<file path="config.mk">
export PLATFORM = sky130hd
export DESIGN_NAME = pad_ctrl_seq_flat
export DESIGN_NICKNAME = d
export VERILOG_FILES = /design/src/rtl/pad_ctrl_seq_if.sv /design/src/rtl/pad_ctrl_seq.sv /design/src/flat_wrapper.sv
export SDC_FILE = /design/constraint.sdc
export NUM_CORES = 1
export LEC_CHECK = 0
export CAP_MARGIN = 40
export CORE_AREA = 2 2 120 122
export DETAILED_ROUTE_END_ITERATION = 16
export DIE_AREA = 0 0 122 124
export PLACE_DENSITY_LB_ADDON = 0.12
export SLEW_MARGIN = 0
export SYNTH_ARGS = -nofsm -noshare
export SYNTH_HDL_FRONTEND = slang
export SYNTH_SLANG_ARGS = --single-unit
</file>
<file path="constraint.sdc">
create_clock -name clk_i -period 2.2 [get_ports clk_i]
set_clock_uncertainty 0.05 [all_clocks]
set_input_delay 0.22 -clock clk_i [delete_from_list [all_inputs] [get_ports clk_i]]
set_output_delay 0.22 -clock clk_i [all_outputs]
set_load 0.01 [all_outputs]
</file>
<file path="src/rtl/pad_ctrl_seq_if.sv">
// Register-bus bundle between the SoC bus and the pad controller.
// Signal suffixes are named from the controller's point of view.
interface pad_ctrl_seq_if #(
    parameter int AW = 4
);
    logic          req_i;
    logic          we_i;
    logic [AW-1:0] addr_i;
    logic [31:0]   wdata_i;
    logic          gnt_o;
    logic          rvalid_o;
    logic [31:0]   rdata_o;

    modport master (
        output req_i, we_i, addr_i, wdata_i,
        input  gnt_o, rvalid_o, rdata_o
    );

    modport slave (
        input  req_i, we_i, addr_i, wdata_i,
        output gnt_o, rvalid_o, rdata_o
    );
endinterface

</file>
<file path="src/rtl/pad_ctrl_seq.sv">
// Core-side padframe controller: per-pad config registers, pad_y synchroniser,
// and a power-up sequencer that gates the pad control pins until IO power is stable.
module pad_ctrl_seq #(
    parameter int NumPads      = 8,
    parameter int StableCycles = 16
) (
    input  logic               clk_i,
    input  logic               rst_ni,
    pad_ctrl_seq_if.slave      bus,
    input  logic               sns_i,
    input  logic               rto_i,
    input  logic [NumPads-1:0] pad_y_i,
    output logic [NumPads-1:0] pad_a_o,
    output logic [NumPads-1:0] pad_oe_o,
    output logic [NumPads-1:0] pad_ie_o,
    output logic [NumPads-1:0] pad_pe_o,
    output logic [NumPads-1:0] pad_ps_o,
    output logic [NumPads-1:0] pad_ds0_o,
    output logic [NumPads-1:0] pad_ds1_o,
    output logic [NumPads-1:0] pad_sr_o,
    output logic [NumPads-1:0] pad_is_o,
    output logic [1:0]         state_o
);

    localparam int AW = $clog2(NumPads + 1);
    localparam int CW = $clog2(StableCycles + 1);
    localparam logic [CW-1:0] CntLast = CW'(StableCycles - 1);

    typedef enum logic [1:0] {
        OFF      = 2'd0,
        WAIT_PWR = 2'd1,
        IN_EN    = 2'd2,
        ACTIVE   = 2'd3
    } state_e;

    state_e              state_q, state_d;
    logic [CW-1:0]       cnt_q, cnt_d;
    logic [8:0]          cfg_q [NumPads];
    logic [NumPads-1:0]  sy1_q, sy2_q;
    logic                rvalid_q;
    logic [31:0]         rdata_q, rdata_d;
    logic                pwr_ok;
    logic                in_gate, out_gate;
    logic [7:0]          cnt_view;

    logic [NumPads-1:0]  cfg_oe, cfg_ie, cfg_pe, cfg_ps, cfg_ds0, cfg_ds1, cfg_sr, cfg_is, cfg_a;
    logic [NumPads-1:0]  a_d, oe_d, ie_d, pe_d, ps_d, ds0_d, ds1_d, sr_d, is_d;
    logic [NumPads-1:0]  a_q, oe_q, ie_q, pe_q, ps_q, ds0_q, ds1_q, sr_q, is_q;

    logic                unused_wdata;
    assign unused_wdata = ^bus.wdata_i[31:9];

    assign pwr_ok = sns_i & rto_i;

    // Sequencer state and stability counter registers
    always_ff @(posedge clk_i) begin
        if (!rst_ni) begin
            state_q <= OFF;
            cnt_q   <= '0;
        end else begin
            state_q <= state_d;
            cnt_q   <= cnt_d;
        end
    end

    // Sequencer next state: any power loss falls straight back to OFF
    always_comb begin
        state_d = state_q;
        cnt_d   = cnt_q;
        case (state_q)
            OFF: begin
                cnt_d = '0;
                if (pwr_ok) state_d = WAIT_PWR;
            end
            WAIT_PWR: begin
                if (!pwr_ok) begin
                    state_d = OFF;
                    cnt_d   = '0;
                end else if (cnt_q == CntLast) begin
                    state_d = IN_EN;
                end else begin
                    cnt_d = cnt_q + CW'(1);
                end
            end
            IN_EN: begin
                if (!pwr_ok) begin
                    state_d = OFF;
                    cnt_d   = '0;
                end else begin
                    state_d = ACTIVE;
                end
            end
            ACTIVE: begin
                if (!pwr_ok) begin
                    state_d = OFF;
                    cnt_d   = '0;
                end
            end
            default: begin
                state_d = OFF;
                cnt_d   = '0;
            end
        endcase
    end

    // Sequencer outputs: pin gating derived from the current state
    always_comb begin
        in_gate  = (state_q == IN_EN) || (state_q == ACTIVE);
        out_gate = (state_q == ACTIVE);
        ie_d  = in_gate  ? cfg_ie  : '0;
        pe_d  = in_gate  ? cfg_pe  : '0;
        ps_d  = in_gate  ? cfg_ps  : '0;
        is_d  = in_gate  ? cfg_is  : '0;
        oe_d  = out_gate ? cfg_oe  : '0;
        a_d   = out_gate ? cfg_a   : '0;
        ds0_d = out_gate ? cfg_ds0 : '0;
        ds1_d = out_gate ? cfg_ds1 : '0;
        sr_d  = out_gate ? cfg_sr  : '0;
    end

    // Unpack config registers into per-field pin vectors
    always_comb begin
        for (int i = 0; i < NumPads; i++) begin
            cfg_oe[i]  = cfg_q[i][0];
            cfg_ie[i]  = cfg_q[i][1];
            cfg_pe[i]  = cfg_q[i][2];
            cfg_ps[i]  = cfg_q[i][3];
            cfg_ds0[i] = cfg_q[i][4];
            cfg_ds1[i] = cfg_q[i][5];
            cfg_sr[i]  = cfg_q[i][6];
            cfg_is[i]  = cfg_q[i][7];
            cfg_a[i]   = cfg_q[i][8];
        end
    end

    // Registered pad control pins
    always_ff @(posedge clk_i) begin
        if (!rst_ni) begin
            a_q   <= '0;
            oe_q  <= '0;
            ie_q  <= '0;
            pe_q  <= '0;
            ps_q  <= '0;
            ds0_q <= '0;
            ds1_q <= '0;
            sr_q  <= '0;
            is_q  <= '0;
        end else begin
            a_q   <= a_d;
            oe_q  <= oe_d;
            ie_q  <= ie_d;
            pe_q  <= pe_d;
            ps_q  <= ps_d;
            ds0_q <= ds0_d;
            ds1_q <= ds1_d;
            sr_q  <= sr_d;
            is_q  <= is_d;
        end
    end

    // Config register writes; out-of-range addresses match no pad
    always_ff @(posedge clk_i) begin
        if (!rst_ni) begin
            for (int i = 0; i < NumPads; i++) cfg_q[i] <= 9'h002;
        end else if (bus.req_i && bus.we_i) begin
            for (int i = 0; i < NumPads; i++) begin
                if (bus.addr_i == AW'(i)) cfg_q[i] <= bus.wdata_i[8:0];
            end
        end
    end

    // Two-flop synchroniser for the asynchronous pad inputs
    always_ff @(posedge clk_i) begin
        if (!rst_ni) begin
            sy1_q <= '0;
            sy2_q <= '0;
        end else begin
            sy1_q <= pad_y_i;
            sy2_q <= sy1_q;
        end
    end

    // Status view of the stability counter, clamped to its 8-bit field
    always_comb begin
        if (32'(cnt_q) > 32'd255) cnt_view = 8'hFF;
        else                      cnt_view = 8'(cnt_q);
    end

    // Read data mux; writes and unmapped reads respond with zero
    always_comb begin
        rdata_d = '0;
        if (bus.req_i && !bus.we_i) begin
            if (bus.addr_i == AW'(NumPads)) begin
                rdata_d[1:0]  = state_q;
                rdata_d[15:8] = cnt_view;
            end else begin
                for (int i = 0; i < NumPads; i++) begin
                    if (bus.addr_i == AW'(i)) begin
                        rdata_d[8:0] = cfg_q[i];
                        rdata_d[16]  = sy2_q[i];
                    end
                end
            end
        end
    end

    // One-cycle response register
    always_ff @(posedge clk_i) begin
        if (!rst_ni) begin
            rvalid_q <= 1'b0;
            rdata_q  <= '0;
        end else begin
            rvalid_q <= bus.req_i;
            rdata_q  <= rdata_d;
        end
    end

    assign bus.gnt_o    = bus.req_i;
    assign bus.rvalid_o = rvalid_q;
    assign bus.rdata_o  = rdata_q;
    assign state_o      = state_q;

    assign pad_a_o   = a_q;
    assign pad_oe_o  = oe_q;
    assign pad_ie_o  = ie_q;
    assign pad_pe_o  = pe_q;
    assign pad_ps_o  = ps_q;
    assign pad_ds0_o = ds0_q;
    assign pad_ds1_o = ds1_q;
    assign pad_sr_o  = sr_q;
    assign pad_is_o  = is_q;

endmodule
</file>
<file path="src/flat_wrapper.sv">
// flat-port wrapper written by rule: the top's interface ports become plain ports
module pad_ctrl_seq_flat 
#(
    parameter int NumPads      = 8,
    parameter int StableCycles = 16
)
  (clk_i, rst_ni, sns_i, rto_i, pad_y_i, pad_a_o, pad_oe_o, pad_ie_o, pad_pe_o, pad_ps_o, pad_ds0_o, pad_ds1_o, pad_sr_o, pad_is_o, state_o, bus_req_i, bus_we_i, bus_addr_i, bus_wdata_i, bus_gnt_o, bus_rvalid_o, bus_rdata_o);
  pad_ctrl_seq_if bus_i ();
  input  logic clk_i;
  input  logic rst_ni;
  input  logic sns_i;
  input  logic rto_i;
  input  logic [NumPads-1:0] pad_y_i;
  output logic [NumPads-1:0] pad_a_o;
  output logic [NumPads-1:0] pad_oe_o;
  output logic [NumPads-1:0] pad_ie_o;
  output logic [NumPads-1:0] pad_pe_o;
  output logic [NumPads-1:0] pad_ps_o;
  output logic [NumPads-1:0] pad_ds0_o;
  output logic [NumPads-1:0] pad_ds1_o;
  output logic [NumPads-1:0] pad_sr_o;
  output logic [NumPads-1:0] pad_is_o;
  output logic [1:0] state_o;
  input wire logic [$bits(bus_i.req_i)-1:0] bus_req_i;
  input wire logic [$bits(bus_i.we_i)-1:0] bus_we_i;
  input wire logic [$bits(bus_i.addr_i)-1:0] bus_addr_i;
  input wire logic [$bits(bus_i.wdata_i)-1:0] bus_wdata_i;
  output wire logic [$bits(bus_i.gnt_o)-1:0] bus_gnt_o;
  output wire logic [$bits(bus_i.rvalid_o)-1:0] bus_rvalid_o;
  output wire logic [$bits(bus_i.rdata_o)-1:0] bus_rdata_o;
  assign bus_i.req_i = bus_req_i;
  assign bus_i.we_i = bus_we_i;
  assign bus_i.addr_i = bus_addr_i;
  assign bus_i.wdata_i = bus_wdata_i;
  assign bus_gnt_o = bus_i.gnt_o;
  assign bus_rvalid_o = bus_i.rvalid_o;
  assign bus_rdata_o = bus_i.rdata_o;
  pad_ctrl_seq #(.NumPads(NumPads), .StableCycles(StableCycles)) u_core (.clk_i(clk_i), .rst_ni(rst_ni), .bus(bus_i), .sns_i(sns_i), .rto_i(rto_i), .pad_y_i(pad_y_i), .pad_a_o(pad_a_o), .pad_oe_o(pad_oe_o), .pad_ie_o(pad_ie_o), .pad_pe_o(pad_pe_o), .pad_ps_o(pad_ps_o), .pad_ds0_o(pad_ds0_o), .pad_ds1_o(pad_ds1_o), .pad_sr_o(pad_sr_o), .pad_is_o(pad_is_o), .state_o(state_o));
endmodule
</file>
==> results of run 1 <==
[sequential cells by signal (all words and copies together), names as in the netlist, 5 cells and up]
signal              count
u_core.bus.rdata_o     14
u_core.cfg_q           72
u_core.cnt_q            5
u_core.pad_a_o          8
u_core.pad_ds0_o        8
u_core.pad_ds1_o        8
u_core.pad_ie_o         8
u_core.pad_is_o         8
u_core.pad_oe_o         8
u_core.pad_pe_o         8
u_core.pad_ps_o         8
u_core.pad_sr_o         8
u_core.sy1_q            8
u_core.sy2_q            8
[per-layer routing]
metal | GRT usage, % | wire length [um] | part of all wire (%)
met4 | 9.555 | 293 | 1.9
met1 | 26.70 | 6640 | 43
met5 | 0 | 0 | 0
met3 | 5.769 | 1020 | 6.6
met2 | 35.30 | 7549 | 49
[final timing paths]
path | start | endpoint | cells after the start
setup / recovery | u_core.cnt_q[0]$_SDFFE_PN0P_ | u_core.cnt_q[2]$_SDFFE_PN0P_ | 7
hold / removal | rst_ni | u_core.pad_ie_o[3]$_SDFF_PN0_ | 2
setup reg to reg | u_core.cnt_q[0]$_SDFFE_PN0P_ | u_core.cnt_q[2]$_SDFFE_PN0P_ | 7
hold reg to reg | u_core.sy1_q[3]$_SDFF_PN0_ | u_core.sy2_q[3]$_SDFF_PN0_ | 1
[area by class of cell]
class | instances | area [um^2]
clock inverter | 13 | 80.08
timing repair buffer | 162 | 1551
inverter | 12 | 45.04
multi-input combinational | 316 | 1987
tap | 180 | 225.2
sequential | 182 | 4364
clock buffer | 19 | 432.9
fill | 1119 | 5034
[worst max-delay path, stage by stage, from the launching register on]
cell,delay (ps)
dfxtp_1,350
ha_1,240
and3_1,190
ha_1,230
a21oi_1,160
nor2_1,60
or4b_1,500
a21boi_1,150
[Yosys cell counts (all sizes together) (3+ instances only)]
master and instances:
o21ai 7, nand2 31, mux2i 7, nand4 3
nor2 57, and3 34, dfxtp 110, and2 66
nand3 9, inv 12, or2 3, nor2b 5
edfxtp 72, a221o 8, nor3 3, nand3b 3
a22oi 8, a21oi 9, buf 30, mux2 23
clkbuf 14
[layout by cell type, fill, tap and decap left out, types with 2 or more instances in the layout]
cell type        Yosys  routed
a21oi_1              9       9
a221o_1              7       7
a22oi_1              8       8
and2_1              65      65
and2b_1              2       2
and3_1              34      34
buf_12               0       4
buf_4               21      42
clkbuf_1            14       2
clkbuf_16            0      17
clkdlybuf4s50_1      0     115
clkinv_1             0       2
clkinv_2             0       3
clkinvlp_4           0       2
conb_1               1      18
dfxtp_1            110     110
edfxtp_1            72      72
ha_1                 2       2
inv_1               12      12
inv_4                0       4
mux2_1               3       3
mux2_2              17      17
mux2_4               3       3
mux2i_1              7       7
nand2_1             31      31
nand2b_1             2       2
nand3_1              9       9
nand3b_1             3       3
nand4_2              2       2
nor2_1              57      57
nor2b_1              5       5
nor3b_2              2       2
o2111ai_1            2       2
o21ai_0              6       6
o22a_1               2       2
or2_2                3       3
[cell families after synthesis]
group | count (synthesis) | share of synthesized area, %
simple gates | 224 | 18.85
fa+ha+maj | 2 | 0.3785
other cells | 1 | 0.05673
mux | 30 | 5.148
buf+inv | 56 | 4.883
flops | 182 | 66.02
compound gates | 42 | 4.657
[metrics by stage]
stage               hold WS, ps  TNS (ps)  instances  setup slack [ps]  total power (uW)
floorplan                 297.3         0        554             308.8              3939
global placement          369.2    -395.9        852            -56.37              4106
detailed placement        369.3    -361.3        852            -44.08              4113
CTS                       187.1         0        884             206.7              6757
global route              207.7         0        884             105.5              6948
finish                    206.7         0        884             194.4              6715
[power by group]
part / internal, uW / switching [uW] / total [uW]
logic: 175 / 209 / 383
clock network: 1430 / 1240 / 2670
registers: 3610 / 50.7 / 3660
total: 5220 / 1500 / 6710
==> flow_metrics.py, run 1 <==
metrics = {
    "run_status": {
        "outcome": "finished, final reports clean",
    },
    "synth": {
        "ys_seq_area_share_pct": 66.02,
        "synthCells": 537,
        "synthesis.area_per_instance_um2": 12.31,
        "ys.flop_type": "dfxtp_1",
        "synth_top_area_cell": "dfxtp_1",
        "syn-cell-area_um2": 6610,
        "yosysWarnings": 0,
        "synth_edf_count": 72,
        "async_flop_share_pct": 0,
        "yosys.cell_types.count": 49,
        "synth-seq-cells": 182,
        "synth_top_area_share_pct": 33.31,
        "synth_area_leaders": "dfxtp_1, edfxtp_1, and2_1",
    },
    "layout": {
        "fin_nets": 743,
        "final_area_um2": 8686,
        "final_util_pct": 63.31,
        "layout-drive-gt1-share_pct": 15.20,
        "area_delta_synth_final_pct": 31.40,
        "antenna_cells": 0,
    },
    "clock_tree": {
        "post-cts-setup-buffer-count": 0,
        "clock-sinks": 182,
        "cts.path.max_buffers": 2,
        "cts_buffers": 17,
        "cts-hold-fix-buffers": 0,
        "clock_tree.root_cell": "clkbuf_16",
        "htree_num_levels": 4,
        "cts_resized": 0,
        "clock_latency_ps": 430,
        "cts_tree": "built",
        "path_clk_slew_ps": 60,
    },
    "timing": {
        "finalSetupViolations": 0,
        "worstMarginPinSlew_ps": 735.1,
        "hold_violations": 0,
        "layout_min_cycle_time_ps": 2006,
        "drv_slew": 0,
        "finalCritPeriodShare_pct": 91.16,
        "fmax_mhz": 498.6,
        "rsz0062_at_grt": "no",
        "slew_headroom_pct": 50.72,
    },
    "die": {
        "dieHeight_um": 124,
        "row_count": 43,
        "io_pins": 158,
        "die_x_um": 122,
        "initial_utilization_pct": 48.18,
        "fp.dieArea_um2": 15130,
        "core-area_um2": 13720,
    },
    "critical_path": {
        "worstSetupPathType": "reg -> reg",
        "arrival_ps": 2320,
        "critPathMaxFanout": 5,
        "start_kind": "flip-flop",
        "cp-end-kind": "flip-flop",
        "rrSetupSlack_ps": 190,
        "critPathRequiredTime_ps": 2510,
    },
    "global_routing": {
        "grt_overflow": 0,
        "grt_pass1_wl_um": 23720,
        "grt_max_degree": 34,
        "grt.total_usage_pct": 21.48,
        "grt_pass1_vias": 4411,
        "antenna_found_initial": 0,
    },
    "place": {
        "dpl-instance-area_um2": 8173,
        "hpwl_um": 11000,
        "port_buffers": 116,
        "routabilityCongestion": 0.8485,
    },
    "drt": {
        "drt_iter0_markers": 344,
        "routed_wl_um": 15500,
        "wl_per_cell_um": 17.54,
        "first_pass_iters": 5,
        "avgViaCountPerCell": 5.045,
        "drc": 0,
        "via_count": 4460,
        "drtAntennaViolNets": 0,
    },
    "power": {
        "ir_worst_vdd_v": 0.0005152,
        "power_density_nw_per_um2": 773.1,
        "leakage_uw": 0.003458,
    },
    "min_path": {
        "hold_path_class": "in -> reg",
    },
    "flow_run": {
        "drv_cap": 0,
    },
}
Note: power is estimated with default switching activity, not from simulation.
==> inputs of run 2 (changes only) <==
Settings changed: ABC_CLOCK_PERIOD_IN_PS from default to 2200, CTS_CLUSTER_SIZE from default to 40.
==> results of run 2 <==
Final layout, timing and power as in run 1 (identical DEF).
